**src/rtl/pong_game_ctrl.sv**
```systemverilog
// Pong match sequencer: frame-counted serve/point pauses, miss scoring and registered status outputs.
// Optional win limit (POINT expiry can end the match in OVER) compiled in with PONG_CTRL_WIN_LIMIT_EN.
module pong_game_ctrl #(
    parameter int WIN_SCORE        = 11,
    parameter int SERVE_FRAMES     = 60,
    parameter int POINT_FRAMES     = 90,
    parameter bit VSYNC_ACTIVE_LOW = 1'b1
) (
    input  logic       clk,
    input  logic       rst_n,
    input  logic       vsync,
    input  logic       start,
    input  logic       miss_l,
    input  logic       miss_r,
    output logic       ball_run,
    output logic       ball_load,
    output logic       serve_dir,
    output logic [3:0] score1,
    output logic [3:0] score2,
    output logic       game_over,
    output logic [2:0] state
);

    typedef enum logic [2:0] {
        IDLE  = 3'd0,
        SERVE = 3'd1,
        PLAY  = 3'd2,
        POINT = 3'd3,
        OVER  = 3'd4
    } state_t;

    localparam logic       VS_INACT = VSYNC_ACTIVE_LOW ? 1'b1 : 1'b0;
    localparam logic [7:0] SF       = 8'(SERVE_FRAMES);
    localparam logic [7:0] PF       = 8'(POINT_FRAMES);
`ifdef PONG_CTRL_WIN_LIMIT_EN
    localparam logic [3:0] WIN      = 4'(WIN_SCORE);
`endif

    state_t     state_q, state_d;
    logic [7:0] cnt_q, cnt_d;
    logic [3:0] s1_q, s1_d, s2_q, s2_d;
    logic       dir_q, dir_d;
    logic       vsync_q, start_q, tick_q;
    logic       vs_act, vs_prev_act, start_edge, expire, win_hit;

    assign vs_act      = VSYNC_ACTIVE_LOW ? ~vsync   : vsync;
    assign vs_prev_act = VSYNC_ACTIVE_LOW ? ~vsync_q : vsync_q;
    assign start_edge  = start & ~start_q;
    // Advance on the tick that takes the counter from 1 to 0, so a load of N is N ticks.
    assign expire      = tick_q && (cnt_q == 8'd1);

`ifdef PONG_CTRL_WIN_LIMIT_EN
    assign win_hit = (s1_q == WIN) || (s2_q == WIN);

    function automatic logic [3:0] bump(input logic [3:0] s);
        return (s == WIN) ? s : s + 4'd1;
    endfunction
`else
    assign win_hit = 1'b0;

    function automatic logic [3:0] bump(input logic [3:0] s);
        return s + 4'd1;
    endfunction
`endif

    always_comb begin
        state_d = state_q;
        cnt_d   = cnt_q;
        s1_d    = s1_q;
        s2_d    = s2_q;
        dir_d   = dir_q;
        if (tick_q && cnt_q != 8'd0)
            cnt_d = cnt_q - 8'd1;
        case (state_q)
            IDLE: begin
                s1_d = 4'd0;
                s2_d = 4'd0;
                if (start_edge) begin
                    state_d = SERVE;
                    cnt_d   = SF;
                    dir_d   = 1'b0;
                end
            end
            SERVE: if (expire) state_d = PLAY;
            PLAY: begin
                // A miss beats a coincident frame tick: the full point pause is loaded.
                if (miss_l || miss_r) begin
                    state_d = POINT;
                    cnt_d   = PF;
                    if (miss_r && !miss_l) begin
                        s1_d  = bump(s1_q);
                        dir_d = 1'b1;
                    end else if (miss_l && !miss_r) begin
                        s2_d  = bump(s2_q);
                        dir_d = 1'b0;
                    end
                end
            end
            POINT: begin
                if (expire) begin
                    if (win_hit) begin
                        state_d = OVER;
                    end else begin
                        state_d = SERVE;
                        cnt_d   = SF;
                    end
                end
            end
            OVER: begin
                if (start_edge) begin
                    state_d = SERVE;
                    cnt_d   = SF;
                    s1_d    = 4'd0;
                    s2_d    = 4'd0;
                    dir_d   = 1'b0;
                end
            end
            default: state_d = IDLE;
        endcase
    end

    always_ff @(posedge clk or negedge rst_n) begin
        if (!rst_n) begin
            vsync_q   <= VS_INACT;
            start_q   <= 1'b1;
            tick_q    <= 1'b0;
            state_q   <= IDLE;
            cnt_q     <= 8'd0;
            s1_q      <= 4'd0;
            s2_q      <= 4'd0;
            dir_q     <= 1'b0;
            ball_run  <= 1'b0;
            ball_load <= 1'b0;
            game_over <= 1'b0;
        end else begin
            vsync_q   <= vsync;
            start_q   <= start;
            tick_q    <= vs_act & ~vs_prev_act;
            state_q   <= state_d;
            cnt_q     <= cnt_d;
            s1_q      <= s1_d;
            s2_q      <= s2_d;
            dir_q     <= dir_d;
            ball_run  <= (state_d == PLAY);
            ball_load <= (state_d == SERVE) && (state_q != SERVE);
            game_over <= (state_d == OVER);
        end
    end

    assign state     = state_q;
    assign score1    = s1_q;
    assign score2    = s2_q;
    assign serve_dir = dir_q;

endmodule

```
**config.mk**
```make
export PLATFORM = sky130hd
export DESIGN_NAME = pong_game_ctrl
export DESIGN_NICKNAME = d
export VERILOG_FILES = /design/src/rtl/pong_game_ctrl.sv
export SDC_FILE = /design/constraint.sdc
export NUM_CORES = 1
export LEC_CHECK = 0
export ABC_AREA = 1
export BUFFER_PORTS_ARGS = -buffer_cell sky130_fd_sc_hd__buf_2
export CORE_AREA = 2 2 59 61
export CTS_BUF_LIST = sky130_fd_sc_hd__clkbuf_4
export CTS_CLUSTER_SIZE = 25
export DETAILED_ROUTE_END_ITERATION = 8
export DIE_AREA = 0 0 61 63
export GPL_TIMING_DRIVEN = 0
export PLACE_DENSITY = 0.7
export SLEW_MARGIN = 0
export SYNTH_ARGS = -nofsm -noshare
export SYNTH_HDL_FRONTEND = slang
export SYNTH_SLANG_ARGS = --single-unit
```
**constraint.sdc**
```tcl
create_clock -name clk -period 1.86 [get_ports clk]
set_clock_uncertainty 0.05 [all_clocks]
set_input_delay 0.093 -clock clk [delete_from_list [all_inputs] [get_ports clk]]
set_output_delay 0.093 -clock clk [all_outputs]
set_load 0.1 [all_outputs]
```
==> flow_summary.html <==
<table>
<tr><th>Metric</th><th>Value</th></tr>
<tr><th colspan="2">Status</th></tr>
<tr><td>Run status</td><td>finished clean</td></tr>
<tr><th colspan="2">Yosys</th></tr>
<tr><td>Cell count after synthesis</td><td>195</td></tr>
<tr><td>#FFs+latches synth</td><td>26</td></tr>
<tr><td>Unique masters post-synth</td><td>26</td></tr>
<tr><td>Post-synth net total</td><td>208</td></tr>
<tr><td>Synth Cell Area</td><td>0.00153 mm2</td></tr>
<tr><td>Sequential share of the synthesized area</td><td>0.426</td></tr>
<tr><td>Leading post-synthesis cells by cell area</td><td>sky130_fd_sc_hd__dfrtp_1 (39%), sky130_fd_sc_hd__nand2_1 (14%), sky130_fd_sc_hd__inv_1 (6.9%)</td></tr>
<tr><td>Share of the synthesized area in the top cell type</td><td>0.392</td></tr>
<tr><td>Count of yosys warnings during synthesis</td><td>0</td></tr>
<tr><td>Mean area per synthesized cell</td><td>7.85 um2</td></tr>
<tr><td>Dominant cell type by area after synthesis</td><td>sky130_fd_sc_hd__dfrtp_1</td></tr>
<tr><th colspan="2">Worst setup path</th></tr>
<tr><td>Data arrival time at the worst-slack endpoint</td><td>1.87 ns</td></tr>
<tr><td>Critical-path maximum fanout</td><td>8</td></tr>
<tr><td>Kind of end point of the critical path</td><td>register</td></tr>
<tr><td>Cell family with the largest share of critical-path delay</td><td>flip-flops</td></tr>
<tr><td>Count of buffer and inverter cells on the critical path</td><td>1</td></tr>
<tr><td>Most common cell on crit path</td><td>sky130_fd_sc_hd__nand2_1</td></tr>
<tr><td>Critical Path Slowest Stage Cell</td><td>sky130_fd_sc_hd__dfrtp_1</td></tr>
<tr><td>Longest individual stage delay on the worst path</td><td>0.43 ns</td></tr>
<tr><td>Worst setup path category</td><td>register to register</td></tr>
<tr><td>Cell chain of the critical path</td><td>inv_1, ha_1, nand3_2, o21ai_4, nand2_1, o21ai_0, nand2_1, nand2_1</td></tr>
<tr><td>Type of element launching the critical path</td><td>register</td></tr>
<tr><td>Required time of the critical path</td><td>~2.1 ns</td></tr>
<tr><th colspan="2">Floorplanning</th></tr>
<tr><td>Die span in x</td><td>a little over 60 um</td></tr>
<tr><td>Vertical extent of the die</td><td>approximately 63 um</td></tr>
<tr><td>Initial cell density of the core</td><td>0.474</td></tr>
<tr><td>Number of standard-cell rows in the floorplan</td><td>21</td></tr>
<tr><td>Area of the core</td><td>0.00323 mm2</td></tr>
<tr><td>Die Footprint</td><td>0.00384 mm2</td></tr>
<tr><td>IO Pins</td><td>21</td></tr>
<tr><th colspan="2">Route</th></tr>
<tr><td>Final routed DRC violation total</td><td>0</td></tr>
<tr><td>Post-route ant nets</td><td>0</td></tr>
<tr><td>Sum of met3 wire segment lengths after detailed routing</td><td>49 um</td></tr>
<tr><td>Total via count in the routed design</td><td>between 1,000 and 1,500</td></tr>
<tr><td>Detailed-router iteration count before antenna repair</td><td>4</td></tr>
<tr><td>Via-to-Cell Ratio</td><td>roughly 4.5</td></tr>
<tr><td>Top metal layer carrying routed signals</td><td>met4</td></tr>
<tr><td>Overall routed net length</td><td>approximately 2600 um</td></tr>
<tr><td>Wire length the detailed router placed on met1</td><td>1280 um</td></tr>
<tr><td>Total met2 wirelength after detailed routing</td><td>1300 um</td></tr>
<tr><td>Drt first-iter violations</td><td>11</td></tr>
<tr><td>Detail-routed net length per standard cell</td><td>approximately 9.9 um</td></tr>
<tr><th colspan="2">Final layout</th></tr>
<tr><td>Sequential standard cell area</td><td>656 um2</td></tr>
<tr><td>Area delta synth-&gt;final</td><td>15.8%</td></tr>
<tr><td>Filler Cells Inserted</td><td>341</td></tr>
<tr><td>Net count reported at finish</td><td>236</td></tr>
<tr><td>Area of the multi-input gates</td><td>751 um2</td></tr>
<tr><td>Final design instance area without fill</td><td>0.00177 mm2</td></tr>
<tr><td>Final core utilization</td><td>0.549</td></tr>
<tr><td>Post-layout instance count excluding filler cells</td><td>~270</td></tr>
<tr><td>Diode count</td><td>0</td></tr>
<tr><td>Layout cell share with drive strength beyond 1</td><td>0.221</td></tr>
<tr><th colspan="2">Pwr</th></tr>
<tr><td>Sequential group share of total power</td><td>0.360</td></tr>
<tr><td>Clock share of power</td><td>0.169</td></tr>
<tr><td>Internal Pwr Total</td><td>1190 uW</td></tr>
<tr><td>Combinational group share of total power</td><td>0.471</td></tr>
<tr><td>Highest ir drop seen on vdd</td><td>0.956 mV</td></tr>
<tr><td>Leakage power summed over all cells</td><td>0.00103 uW</td></tr>
<tr><td>Cell area power density</td><td>1300 mW/mm2</td></tr>
<tr><td>Switching power of the nets</td><td>1100 uW</td></tr>
<tr><td>Switch share</td><td>0.481</td></tr>
<tr><th colspan="2">GRT</th></tr>
<tr><td>Total grt overflow</td><td>0</td></tr>
<tr><td>Number of global-route vias before repair</td><td>around 1,200</td></tr>
<tr><td>Maximum number of pins on one net before global-route repair</td><td>27</td></tr>
<tr><td>Number of antenna violations at the first check in global routing</td><td>0</td></tr>
<tr><td>GRT Total Usage</td><td>0.157</td></tr>
<tr><td>First-pass GRT wire length</td><td>4770 um</td></tr>
<tr><th colspan="2">STA</th></tr>
<tr><td>Highest attainable clock frequency</td><td>0.604 GHz</td></tr>
<tr><td>Unrepaired setup endpoints after global routing</td><td>no</td></tr>
<tr><td>Min Clock Period, post-route</td><td>1.66 ns</td></tr>
<tr><td>Rel. slew slack</td><td>0.609</td></tr>
<tr><td>Number of setup violations in the final report</td><td>0</td></tr>
<tr><td>Share of the cycle needed by the critical path after routing</td><td>0.890</td></tr>
<tr><td>Setup_tns</td><td>0 ns</td></tr>
<tr><td>Final-report max-slew violation count</td><td>0</td></tr>
<tr><td>Final hold viol count</td><td>0</td></tr>
<tr><td>Worst Tran Pin Value</td><td>0.587 ns</td></tr>
<tr><th colspan="2">Job</th></tr>
<tr><td>Maxcap violations</td><td>0</td></tr>
<tr><th colspan="2">Clock tree</th></tr>
<tr><td>Setup Fix Bufs, Post-CTS</td><td>0</td></tr>
<tr><td>Count of hold-fix buffers inserted at cts</td><td>3</td></tr>
<tr><td>Buffer depth of the longest clock path</td><td>2</td></tr>
<tr><td>Clock latency at the later pin of the worst-skew pair</td><td>0.31 ns</td></tr>
<tr><td>Number of gates resized after CTS</td><td>0</td></tr>
<tr><td>Clock tree from TritonCTS</td><td>yes</td></tr>
<tr><td>Num Clock Sinks</td><td>26</td></tr>
<tr><td>H-tree levels</td><td>1</td></tr>
<tr><td>TritonCTS Buffers</td><td>3</td></tr>
<tr><td>Clock edge transition at the registers on the reported setup and hold paths</td><td>0.15 ns</td></tr>
<tr><td>Clock tree root driver cell</td><td>sky130_fd_sc_hd__clkbuf_4</td></tr>
<tr><th colspan="2">Placed design</th></tr>
<tr><td>Port bufs</td><td>20</td></tr>
<tr><td>Dpl cells</td><td>261</td></tr>
<tr><td>Final RePlAce weighted congestion</td><td>0.817</td></tr>
<tr><td>Half-perimeter wire length after placement</td><td>2030 um</td></tr>
<tr><td>Area after detailed placement</td><td>0.00169 mm2</td></tr>
<tr><th colspan="2">Worst hold path</th></tr>
<tr><td>Class of the tightest hold or removal check</td><td>input port to register</td></tr>
</table>
cells by family (layout without fill, tap and decap cells):
group | count (synthesis) | in the layout | share of synthesized area
simple gates | 109 | 109 | 0.346
buf+inv | 33 | 60 | 0.0833
flops | 26 | 26 | 0.426
compound gates | 15 | 15 | 0.0588
fa+ha+maj | 7 | 7 | 0.0572
xor+xnor | 5 | 5 | 0.0286
per-stage QoR:
stage,worst slack [ns],power (uW),hold WS [ns]
after CTS,0.209,2320,0.185
after global placement,0.254,1900,0.0876
after detailed placement,0.242,1930,0.0804
after floorplan,0.0251,1740,-0.253
final,0.204,2300,0.170
after global routing,0.0775,2470,0.192
placed cells by master, fill, tap and decap left out, drive strengths merged:
master / count
nand2: 64
xor2: 2
nand3: 15
nand4: 2
clkbuf: 3
buf: 20
a21oi: 3
dfstp: 2
nor2: 26
nand3b: 1
dfrtp: 24
clkinv: 1
bufinv: 1
xnor2: 3
o21ai: 12
inv: 32
ha: 7
dlygate4sd3: 3
or2: 1
synth_stat cells:
library cell                n
sky130_fd_sc_hd__ha_1       7
sky130_fd_sc_hd__o21ai_2    1
sky130_fd_sc_hd__nand3_4    1
sky130_fd_sc_hd__or2_2      1
sky130_fd_sc_hd__clkinv_2   1
sky130_fd_sc_hd__nand4_1    2
sky130_fd_sc_hd__o21ai_1    7
sky130_fd_sc_hd__o21ai_0    3
sky130_fd_sc_hd__dfstp_2    2
sky130_fd_sc_hd__nand3_1   13
sky130_fd_sc_hd__xnor2_1    3
sky130_fd_sc_hd__nand2_2    1
sky130_fd_sc_hd__nand2_4    4
sky130_fd_sc_hd__nor2_2     2
sky130_fd_sc_hd__nor2_4     3
sky130_fd_sc_hd__o21ai_4    1
sky130_fd_sc_hd__dfrtp_1   24
sky130_fd_sc_hd__a21oi_1    3
sky130_fd_sc_hd__nand3b_4   1
sky130_fd_sc_hd__nand2_1   59
sky130_fd_sc_hd__inv_4      1
sky130_fd_sc_hd__xor2_1     2
sky130_fd_sc_hd__nand3_2    1
sky130_fd_sc_hd__inv_1     28
sky130_fd_sc_hd__inv_2      3
sky130_fd_sc_hd__nor2_1    21
flip-flops by register name (all words and copies together) (netlist names):
register,flops
ball_run,1
ball_load,1
score1,4
start_q,1
tick_q,1
serve_dir,1
score2,4
game_over,1
state,3
cnt_q,8
vsync_q,1
routing by layer:
layer | track usage | vias up
met4 | 0.0326 | 0
met3 | 0.0186 | 2
met5 | 0 | -
met2 | 0.270 | 10
met1 | 0.208 | 539
li1 | - | 650
worst paths after layout:
kind | from | depth (start not counted) | to | slack [ns]
hold reg to reg | vsync_q$_DFF_PN1_ | 2 | tick_q$_DFF_PN0_ | 0.42
min in group asynchronous | rst_n | 2 | cnt_q[3]$_DFF_PN0_ | 0.24
hold / removal | miss_r | 4 | serve_dir$_DFFE_PN0P_ | 0.17
max in group asynchronous | rst_n | 2 | state[0]$_DFF_PN0_ | 1.10
setup reg to reg | cnt_q[0]$_DFF_PN0_ | 8 | cnt_q[2]$_DFF_PN0_ | 0.20
setup / recovery | cnt_q[0]$_DFF_PN0_ | 8 | cnt_q[2]$_DFF_PN0_ | 0.20
worst min-delay path: stages:
cell and delay (ns):
sky130_fd_sc_hd__buf_2 0.11, sky130_fd_sc_hd__ha_1 0.18, sky130_fd_sc_hd__nand2_1 0.06, sky130_fd_sc_hd__o21ai_1 0.07
cell type report:
type | count | area share
well taps | 46 | 0.0324
clock buffers | 3 | 0.0127
clock inverters | 1 | 0.0169
multi-input cells | 136 | 0.423
inverters | 33 | 0.0719
flip-flops and latches | 26 | 0.370
repair buffers | 23 | 0.0733
power groups by stage:
stage | Sequential, uW | Clock [uW] | Combinational [uW]
floorplan | 1200 | 0 | 540
global placement | 838 | 0 | 1070
detailed placement | 842 | 0 | 1080
CTS | 830 | 393 | 1090
global route | 848 | 415 | 1200
finish | 828 | 388 | 1080
Power figures use the tool's default switching activity.
